`config.mk`:
```
export PLATFORM = sky130hd
export DESIGN_NAME = unit_arbiter
export DESIGN_NICKNAME = d
export VERILOG_FILES = /design/src/rtl/unit_arbiter_pkg.sv /design/src/rtl/unit_arbiter_rr_pick.sv /design/src/rtl/unit_arbiter.sv
export SDC_FILE = /design/constraint.sdc
export NUM_CORES = 1
export LEC_CHECK = 0
export ABC_AREA = 1
export CAP_MARGIN = 25
export CORE_AREA = 2 2 161 163
export CTS_BUF_LIST = sky130_fd_sc_hd__clkbuf_4
export DETAILED_ROUTE_END_ITERATION = 12
export DIE_AREA = 0 0 163 165
export GPL_ROUTABILITY_DRIVEN = 0
export PLACE_DENSITY = 0.52
export RECOVER_POWER = 50
export SLEW_MARGIN = 20
export SYNTH_ARGS = -nofsm -noshare
export SYNTH_HDL_FRONTEND = slang
export SYNTH_HIERARCHICAL = 1
export SYNTH_SLANG_ARGS = --single-unit
```
`constraint.sdc`:
```
create_clock -name clk -period 2.7 [get_ports clk]
set_input_delay 0.27 -clock clk [delete_from_list [all_inputs] [get_ports clk]]
set_output_delay 0.27 -clock clk [all_outputs]
set_load 0.01 [all_outputs]
```
`src/rtl/unit_arbiter_pkg.sv`:
```
// unit_arbiter_pkg: shared request-select, control and data-word types for thread execution units
package unit_arbiter_pkg;
  typedef logic [31:0] word_t;
  typedef logic [3:0] ctrl_t;
  typedef enum logic [1:0] {
    UNIT_SEL_NONE = 2'd0,
    UNIT_SEL_ALU  = 2'd1,
    UNIT_SEL_MEM  = 2'd2
  } unit_sel_t;
  localparam ctrl_t ALU_CTRL_ADD = 4'd0;
  localparam ctrl_t ALU_CTRL_SUB = 4'd1;
  localparam ctrl_t ALU_CTRL_AND = 4'd2;
  localparam ctrl_t ALU_CTRL_OR  = 4'd3;
  localparam ctrl_t ALU_CTRL_XOR = 4'd4;
  localparam ctrl_t MEM_CTRL_READ  = 4'd0;
  localparam ctrl_t MEM_CTRL_WRITE = 4'd1;
endpackage

```
`src/rtl/unit_arbiter_rr_pick.sv`:
```
// rr_pick: round-robin selection of one requester, searching upward from ptr with wrap
module rr_pick #(
  parameter int N = 2,
  parameter int W = (N > 1) ? $clog2(N) : 1
) (
  input  logic [N-1:0] req,
  input  logic [W-1:0] ptr,
  output logic         valid,
  output logic [W-1:0] idx
);
  logic [W-1:0] j;
  // Descending scan so the requester closest to ptr is written last and wins
  always_comb begin
    idx = '0;
    j = '0;
    for (int k = N - 1; k >= 0; k--) begin
      j = W'((int'(ptr) + k) % N);
      idx = req[j] ? j : idx;
    end
  end
  assign valid = |req;
endmodule

```
`src/rtl/unit_arbiter.sv`:
```
// unit_arbiter: round-robin sharing of one combinational ALU and one handshaked memory port among threads
module unit_arbiter
  import unit_arbiter_pkg::*;
#(
  parameter int N_THREADS = 2,
  parameter int IDX_W = (N_THREADS > 1) ? $clog2(N_THREADS) : 1
) (
  input  logic                 clk,
  input  logic                 rst,
  input  unit_sel_t            thr_sel   [N_THREADS],
  input  ctrl_t                thr_ctrl  [N_THREADS],
  input  word_t                thr_in_a  [N_THREADS],
  input  word_t                thr_in_b  [N_THREADS],
  output word_t                thr_out   [N_THREADS],
  output logic [N_THREADS-1:0] thr_ready,
  output ctrl_t                alu_ctrl,
  output word_t                alu_a,
  output word_t                alu_b,
  input  word_t                alu_out,
  output logic                 mem_req,
  output ctrl_t                mem_ctrl,
  output word_t                mem_addr,
  output word_t                mem_wdata,
  input  logic                 mem_ack,
  input  word_t                mem_rdata
);
  typedef enum logic {IDLE, BUSY} mem_state_t;
  mem_state_t state_q, state_d;
  logic [IDX_W-1:0] owner_q, owner_d, alu_ptr_q, alu_ptr_d, mem_ptr_q, mem_ptr_d, alu_idx, mem_idx;
  ctrl_t mem_ctrl_q, mem_ctrl_d;
  word_t mem_addr_q, mem_addr_d, mem_wdata_q, mem_wdata_d;
  logic [N_THREADS-1:0] alu_reqs, mem_reqs;
  logic alu_valid, mem_valid, alu_grant, mem_done;

  function automatic logic [IDX_W-1:0] wrap_inc(input logic [IDX_W-1:0] i);
    return (int'(i) == N_THREADS - 1) ? '0 : i + 1'b1;
  endfunction

  // Split requests by unit; undefined selects fall into neither
  always_comb begin
    for (int i = 0; i < N_THREADS; i++) begin
      alu_reqs[i] = thr_sel[i] == UNIT_SEL_ALU;
      mem_reqs[i] = thr_sel[i] == UNIT_SEL_MEM;
    end
  end

  rr_pick #(.N(N_THREADS), .W(IDX_W)) u_alu_pick (
    .req(alu_reqs), .ptr(alu_ptr_q), .valid(alu_valid), .idx(alu_idx)
  );

  rr_pick #(.N(N_THREADS), .W(IDX_W)) u_mem_pick (
    .req(mem_reqs), .ptr(mem_ptr_q), .valid(mem_valid), .idx(mem_idx)
  );

  assign alu_grant = alu_valid & ~rst;
  assign mem_done  = (state_q == BUSY) & mem_ack;

  // Next state: memory grant only from IDLE, release on ack; ALU pointer follows each grant
  always_comb begin
    state_d     = state_q;
    owner_d     = owner_q;
    mem_ptr_d   = mem_ptr_q;
    mem_ctrl_d  = mem_ctrl_q;
    mem_addr_d  = mem_addr_q;
    mem_wdata_d = mem_wdata_q;
    alu_ptr_d   = alu_grant ? wrap_inc(alu_idx) : alu_ptr_q;
    if (state_q == IDLE && mem_valid) begin
      state_d     = BUSY;
      owner_d     = mem_idx;
      mem_ptr_d   = wrap_inc(mem_idx);
      mem_ctrl_d  = thr_ctrl[mem_idx];
      mem_addr_d  = thr_in_a[mem_idx];
      mem_wdata_d = thr_in_b[mem_idx];
    end else if (mem_done) begin
      state_d = IDLE;
    end
  end

  // Outputs: no-unit requests complete at once, ALU winner and memory owner on completion
  always_comb begin
    for (int i = 0; i < N_THREADS; i++) begin
      thr_ready[i] = !alu_reqs[i] && !mem_reqs[i];
      thr_out[i]   = '0;
    end
    alu_ctrl = alu_grant ? thr_ctrl[alu_idx] : '0;
    alu_a    = alu_grant ? thr_in_a[alu_idx] : '0;
    alu_b    = alu_grant ? thr_in_b[alu_idx] : '0;
    if (alu_grant) begin
      thr_ready[alu_idx] = 1'b1;
      thr_out[alu_idx]   = alu_out;
    end
    if (mem_done) begin
      thr_ready[owner_q] = 1'b1;
      thr_out[owner_q]   = mem_rdata;
    end
  end

  assign mem_req   = state_q == BUSY;
  assign mem_ctrl  = mem_ctrl_q;
  assign mem_addr  = mem_addr_q;
  assign mem_wdata = mem_wdata_q;

  // State registers; reset abandons any in-flight memory transaction
  always_ff @(posedge clk or posedge rst) begin
    if (rst) begin
      state_q     <= IDLE;
      owner_q     <= '0;
      alu_ptr_q   <= '0;
      mem_ptr_q   <= '0;
      mem_ctrl_q  <= '0;
      mem_addr_q  <= '0;
      mem_wdata_q <= '0;
    end else begin
      state_q     <= state_d;
      owner_q     <= owner_d;
      alu_ptr_q   <= alu_ptr_d;
      mem_ptr_q   <= mem_ptr_d;
      mem_ctrl_q  <= mem_ctrl_d;
      mem_addr_q  <= mem_addr_d;
      mem_wdata_q <= mem_wdata_d;
    end
  end
endmodule

```
=== Yosys cells after proc, flatten, opt, wreduce, memory -nomap -nowiden ===
Index checks and enable logic that the tools add are counted.

* Input bits: 207
* Register bits: 72

* Bitwise operators: 10
* Muxes and demuxes: 50
* Reduce and logical (&&, ||, !) cells: 14
* Add/sub/neg operators: 4
* Equality and inequality tests: 4
* Order comparisons: 13

{| class="wikitable"
|+ Operators by type and width
! operator !! number
|-
| 32-bit 2-to-1 mux || 16
|-
| 64-bit 2-to-1 mux || 2
|-
| 64-bit AND || 1
|-
| 64-bit bitwise mux || 1
|-
| 32-bit demux with 1-bit select || 2
|-
| 4-bit 2-to-1 mux || 7
|-
| 1-bit 2-to-1 mux || 18
|-
| 1-bit by 2-bit less-than comparator with 1-bit output (second input constant) || 6
|-
| 1-bit logical AND || 7
|-
| 2-bit greater-or-equal comparator (second input constant) || 3
|-
| 1-bit NOT with 2-bit output || 3
|-
| 1-bit adder (second input constant) || 4
|-
| 2-bit by 1-bit equality test with 1-bit output (second input constant) || 2
|-
| 2-bit equality test (second input constant) || 2
|-
| 1-bit zero test || 4
|-
| 2-bit by 1-bit less-than comparator with 1-bit output (second input constant) || 2
|-
| 2-bit 2-to-1 mux || 2
|-
| 2-bit bitwise OR || 2
|-
| 2-bit OR reduction || 2
|-
| 1-bit AND || 2
|-
| 1-bit demux with 1-bit select || 2
|-
| 1-bit greater-or-equal comparator (second input constant) || 2
|-
| 1-bit NOT || 2
|-
| 2-bit nonzero test || 1
|}

=== Depth between registers and ports, before layout ===
* Depth in word-level cells: 14
* Gate-level depth with buffers: 11
* Mapped depth without buffers: 8

=== Modules after synthesis ===
Netlist, hierarchy kept.

{| class="wikitable"
|+ Modules (own cells, without submodules)
! module !! cells each !! seq. area each (µm²) !! times used !! area an instance (µm²)
|-
| unit_arbiter || 905 || 1,801.7 || 1 || 5,390.2
|-
| rr_pick || 4 || 0.0 || 2 || 18.8
|}

=== Worst setup path after synthesis ===
No wires, ideal clock.

* Path type: input-to-output
* Start point: input rst
* End point: output alu_a[10]
* Cell stages on the path: 7
* Arrival time: 1.880 ns
* Path slack: 0.550 ns
* Buffers on the path: 2
* Required time: 2.430 ns
* Cells stage by stage: inv_2 > nand2_2 > nor2_2 > buf_6 > buf_6 > nand2_1 > o21ai_1

* Longest elaborated chain between the ends: 3

{| class="wikitable"
|+ Ends and longest elaborated chain
! item !! line !! source
|-
| from (decl) || unit_arbiter.sv:9 || <nowiki>input logic rst,</nowiki>
|-
| 1-bit NOT || unit_arbiter.sv:55 || <nowiki>assign alu_grant = alu_valid & ~rst;</nowiki>
|-
| 1-bit AND || unit_arbiter.sv:55 ||
|-
| 32-bit 2-to-1 mux || unit_arbiter.sv:86 || <nowiki>alu_a = alu_grant ? thr_in_a[alu_idx] : '0;</nowiki>
|-
| to (decl) || unit_arbiter.sv:17 || <nowiki>output word_t alu_a,</nowiki>
|}

Every way passes these cells.

=== Worst setup path in the final report ===
* Start point: input thr_sel[3] in the netlist's numbering
* End point: output alu_b[9]

* Longest elaborated chain between the ends: 10
* Elaborated cells between the ends (all ways): 14
* Classes of those cells: eq/ne: 1; mux: 10; bitwise: 2; reduce/logical: 1

{| class="wikitable"
|+ Ends and longest elaborated chain
! item !! line !! source
|-
| from (decl) || unit_arbiter.sv:10 || <nowiki>input unit_sel_t thr_sel [N_THREADS],</nowiki>
|-
| 2-bit by 1-bit equality test with 1-bit output (*) || unit_arbiter.sv:42 || <nowiki>alu_reqs[i] = thr_sel[i] == UNIT_SEL_ALU;</nowiki>
|-
| named net alu_reqs[0] || unit_arbiter.sv:32 || <nowiki>logic [N_THREADS-1:0] alu_reqs, mem_reqs;</nowiki>
|-
| 1-bit 2-to-1 mux (implied by the code) (2 in series) || unit_arbiter_rr_pick.sv:18 || <nowiki>idx = req[j] ? j : idx;</nowiki>
|-
| 1-bit 2-to-1 mux || unit_arbiter_rr_pick.sv:18 ||
|-
| 1-bit 2-to-1 mux (*) || unit_arbiter_rr_pick.sv:18 ||
|-
| named net alu_idx || unit_arbiter.sv:29 || <nowiki>logic [IDX_W-1:0] owner_q, owner_d, alu_ptr_q, alu_ptr_d, mem_ptr_q, mem_ptr_d, alu_idx, mem_idx;</nowiki>
|-
| 1-bit NOT with 2-bit output (implied by the code) (*) || unit_arbiter.sv:87 || <nowiki>alu_b = alu_grant ? thr_in_b[alu_idx] : '0;</nowiki>
|-
| 32-bit 2-to-1 mux (implied by the code) (*) (3 in series) || unit_arbiter.sv:87 ||
|-
| 32-bit 2-to-1 mux (*) || unit_arbiter.sv:87 ||
|-
| to (decl) || unit_arbiter.sv:18 || <nowiki>output word_t alu_b,</nowiki>
|}

The timed path passes the listed nets; every way through them passes the cells marked *. The select of a mux whose other input is x is not followed.

==> impl_metrics.yaml <==
outcome:
  status: "completed"
power:
  p_switching_w: 0.00164
  power_density_nw_per_um2: 433
  power_frac_comb_pct: 51.2
  intPower_w: 0.00272
  vdd_drop_max_uv: 175
  p_clk_share_pct: 14.3
  swShare_pct: 37.6
  p_leak_nw: 5.49
  seq_power_share_pct: 34.6
clock_tree:
  postCtsHoldBufs: 0
  clk_path_buf_depth: 2
  cts_tree: "yes"
  htree_num_levels: 3
  clk_latency_ns: 0.45
  clk_pin_slew_ns: 0.12
  cts-root-buf: "clkbuf_4"
  cts_sinks: 72
  cts_inserted_buffers: 9
synth:
  syn_inst: 913
  yosys_warnings: 6
  ys_types: 20
  avgSynthCellArea_um2: 5.94
  synth.ff_latch_count: 72
  synth_nets: 1124
  seq_area_frac_synth_pct: 33.2
  syn_area_um2: 5430
floorplanning:
  die_y_um: 165
  placementRows: 58
  die_x_um: 163
  dieArea_um2: 26900
  floorplan.initialDensity_pct: 21.7
  core-area_um2: 25000
  io_pins: 410
worst_setup_path:
  reg2reg_slack_ns: 0.48
  critPathArrivalTime_ns: 2.33
  endpoint_kind: "output pin"
  worstSetupStartpointType: "input port"
  crit_fanout: 25
  critical_path.top_delay_family: "buffers and inverters"
  worstPathCellList: "clkdlybuf4s50_1, inv_1, ha_1, a21oi_2, inv_2, nor2_4, buf_12, nand2_1, o21ai_1, clkdlybuf4s50_1"
  cp.required_ns: 2.43
  slowest_stage: "clkdlybuf4s50_1"
  criticalPathCategory: "input port to output pin"
  crit_path_max_incr_delay_ns: 0.57
  path_common_cell: "clkdlybuf4s50_1"
  cp_num_buf_inv: 5
sta:
  max_slew.worst_pin.slew_ns: 1.24
  period_share_pct: 96.1
  final.min_clock_period_ns: 2.60
  relSlewSlack_pct: 17.0
  finClkSkew_ns: 0.0124
  fmax_mhz: 385
  hold_viol: 0
  maxSlewViolCount: 0
  setup_viol_count_final: 0
  rsz0062_at_grt: "yes"
global_route:
  antenna_found_initial: 2
  grt_pass1_wl_um: 39800
  grt_max_degree: 82
  grt_use_total_pct: 19.3
  first_global_vias: 6955
  grt_overflow: 0
placed_design:
  dp_cells: 1616
  io_buffers: 409
  hpwl_um: 20100
detailed_routing:
  ant_nets: 0
  via_per_inst: 4.37
  via_count: 7178
  first_iter_violations: 365
  routed_wl_um: 27100
  routedWlPerCell_um: 16.5
  drc_errors: 0
  first_pass_iters: 4
cells_and_area:
  area_growth_pct: 86.0
  drive_gt1_share_pct: 5.42
  fill_cells: 2670
  fin_cells: 1641
  area.sequential_um2: 1800
  multiInputGateArea_um2: 2940
  layout.nets: 1515
  post-route-util_pct: 40.3
worst_hold_path:
  hold_path.class: "input port to asynchronous set/reset pin"
flow_run:
  cap_violations: 0
[kinds of logic after synthesis]
kind of cell | Yosys count | synth area share [%]
adder cells (fa/ha/maj) | 4 | 0.922
buffers and inverters | 147 | 13.0
AND/OR/NAND/NOR | 549 | 39.9
flip-flops | 72 | 33.2
AO/OA/AOI/OAI | 141 | 13.0
[flip-flops by register name, summed over array words and instances, names as in the netlist]
| signal | flops |
|---|---|
| alu_ptr_q | 1 |
| mem_addr | 32 |
| mem_ctrl | 4 |
| mem_ptr_q | 1 |
| mem_req | 1 |
| mem_wdata | 32 |
| owner_q | 1 |
[what timing repair did]
item                       4_1_cts  5_1_grt
gates resized for setup         45       58
buffers inserted                 3        1
pin swaps                        1        2
cloned                           2        1
setup endpoints to repair       78       38
[power by group through the flow]
stage               clock network, W  registers (W)  logic (W)
floorplan                          0        0.00166   0.000729
global placement                   0        0.00153    0.00236
detailed placement                 0        0.00153    0.00235
CTS                         0.000668        0.00152    0.00235
global route                0.000721        0.00156    0.00244
finish                      0.000624        0.00151    0.00224
[cell usage after synthesis, drive strengths merged]
| cell | instances | area share, % |
|---|---|---|
| nand2 | 476 | 33 |
| o21ai | 139 | 13 |
| inv | 85 | 5.9 |
| dfrtp | 72 | 33 |
| nand3 | 66 | 6.2 |
| buf | 51 | 6.3 |
| clkbuf | 11 | 0.76 |
| ha | 4 | 0.92 |
| nor2 | 4 | 0.37 |
| a21oi | 2 | 0.18 |
| or2 | 2 | 0.23 |
| nand3b | 1 | 0.14 |
[per-layer routing]
metal | track usage (%) | up-vias | part of all wire [%]
met1 | 21.0 | 3252 | 39
met3 | 5.73 | 26 | 8.3
met5 | 0 | - | 0
met2 | 36.1 | 293 | 51
met4 | 5.67 | 0 | 1.9
li1 | - | 3607 | -
[per-stage QoR]
step | setup slack (ns) | area (µm²) | TNS [ns] | hold WS (ns) | power, W
5_1_grt | -0.00929 | 10100 | -0.0208 | 0.440 | 0.00472
6_report | 0.104 | 10100 | 0 | 0.469 | 0.00437
2_1_floorplan | 0.550 | 5430 | 0 | 0.377 | 0.00239
3_3_place_gp | -0.169 | 9890 | -0.731 | 0.462 | 0.00389
4_1_cts | 0.000411 | 10000 | 0 | 0.266 | 0.00453
3_5_place_dp | -0.199 | 9890 | -1.43 | 0.464 | 0.00388
[area by class of cell]
class / instances / area share, %
clock inverter: 4 / 0.211
antenna: 2 / 0.0496
clock buffer: 12 / 0.892
inverter: 85 / 3.17
timing repair buffer: 442 / 44.6
tap: 330 / 4.09
multi-input combinational: 694 / 29.1
sequential: 72 / 17.8
[cells in the final DEF, fill, tap and decap left out, drive strengths merged]
| master | count |
|---|---|
| inv | 84 |
| nand2 | 476 |
| nand3 | 66 |
| o21ai | 139 |
| diode | 2 |
| clkinv | 3 |
| clkdlybuf4s15 | 2 |
| dfrtp | 72 |
| buf | 29 |
| or2 | 2 |
| nand3b | 1 |
| clkinvlp | 2 |
| ha | 4 |
| dlymetal6s2s | 38 |
| clkdlybuf4s50 | 299 |
| clkbuf | 24 |
| dlygate4sd2 | 32 |
| dlygate4sd3 | 30 |
| nor2 | 4 |
| a21oi | 2 |
[path summary, 6_finish.rpt]
path / start / to / cells after the start
hold / removal: rst / mem_addr[1] / 3
min in group clk: thr_in_b[43] / mem_wdata[11] / 5
max in group asynchronous: rst / mem_addr[27] / 4
setup reg to reg: mem_ptr_q / mem_ctrl[1] / 6
hold reg to reg: mem_addr[28] / mem_addr[28] / 2
setup / recovery: thr_sel[3] / alu_b[9] / 10
[worst reg2reg max path: stages (launching register included)]
cell and delay [ns]:
dfrtp_1 0.36, inv_1 0.04, a21oi_1 0.16, buf_2 0.93
o21ai_0 0.37, nand2_1 0.18, nand2_1 0.06
Note: power is estimated with default switching activity, not from simulation.
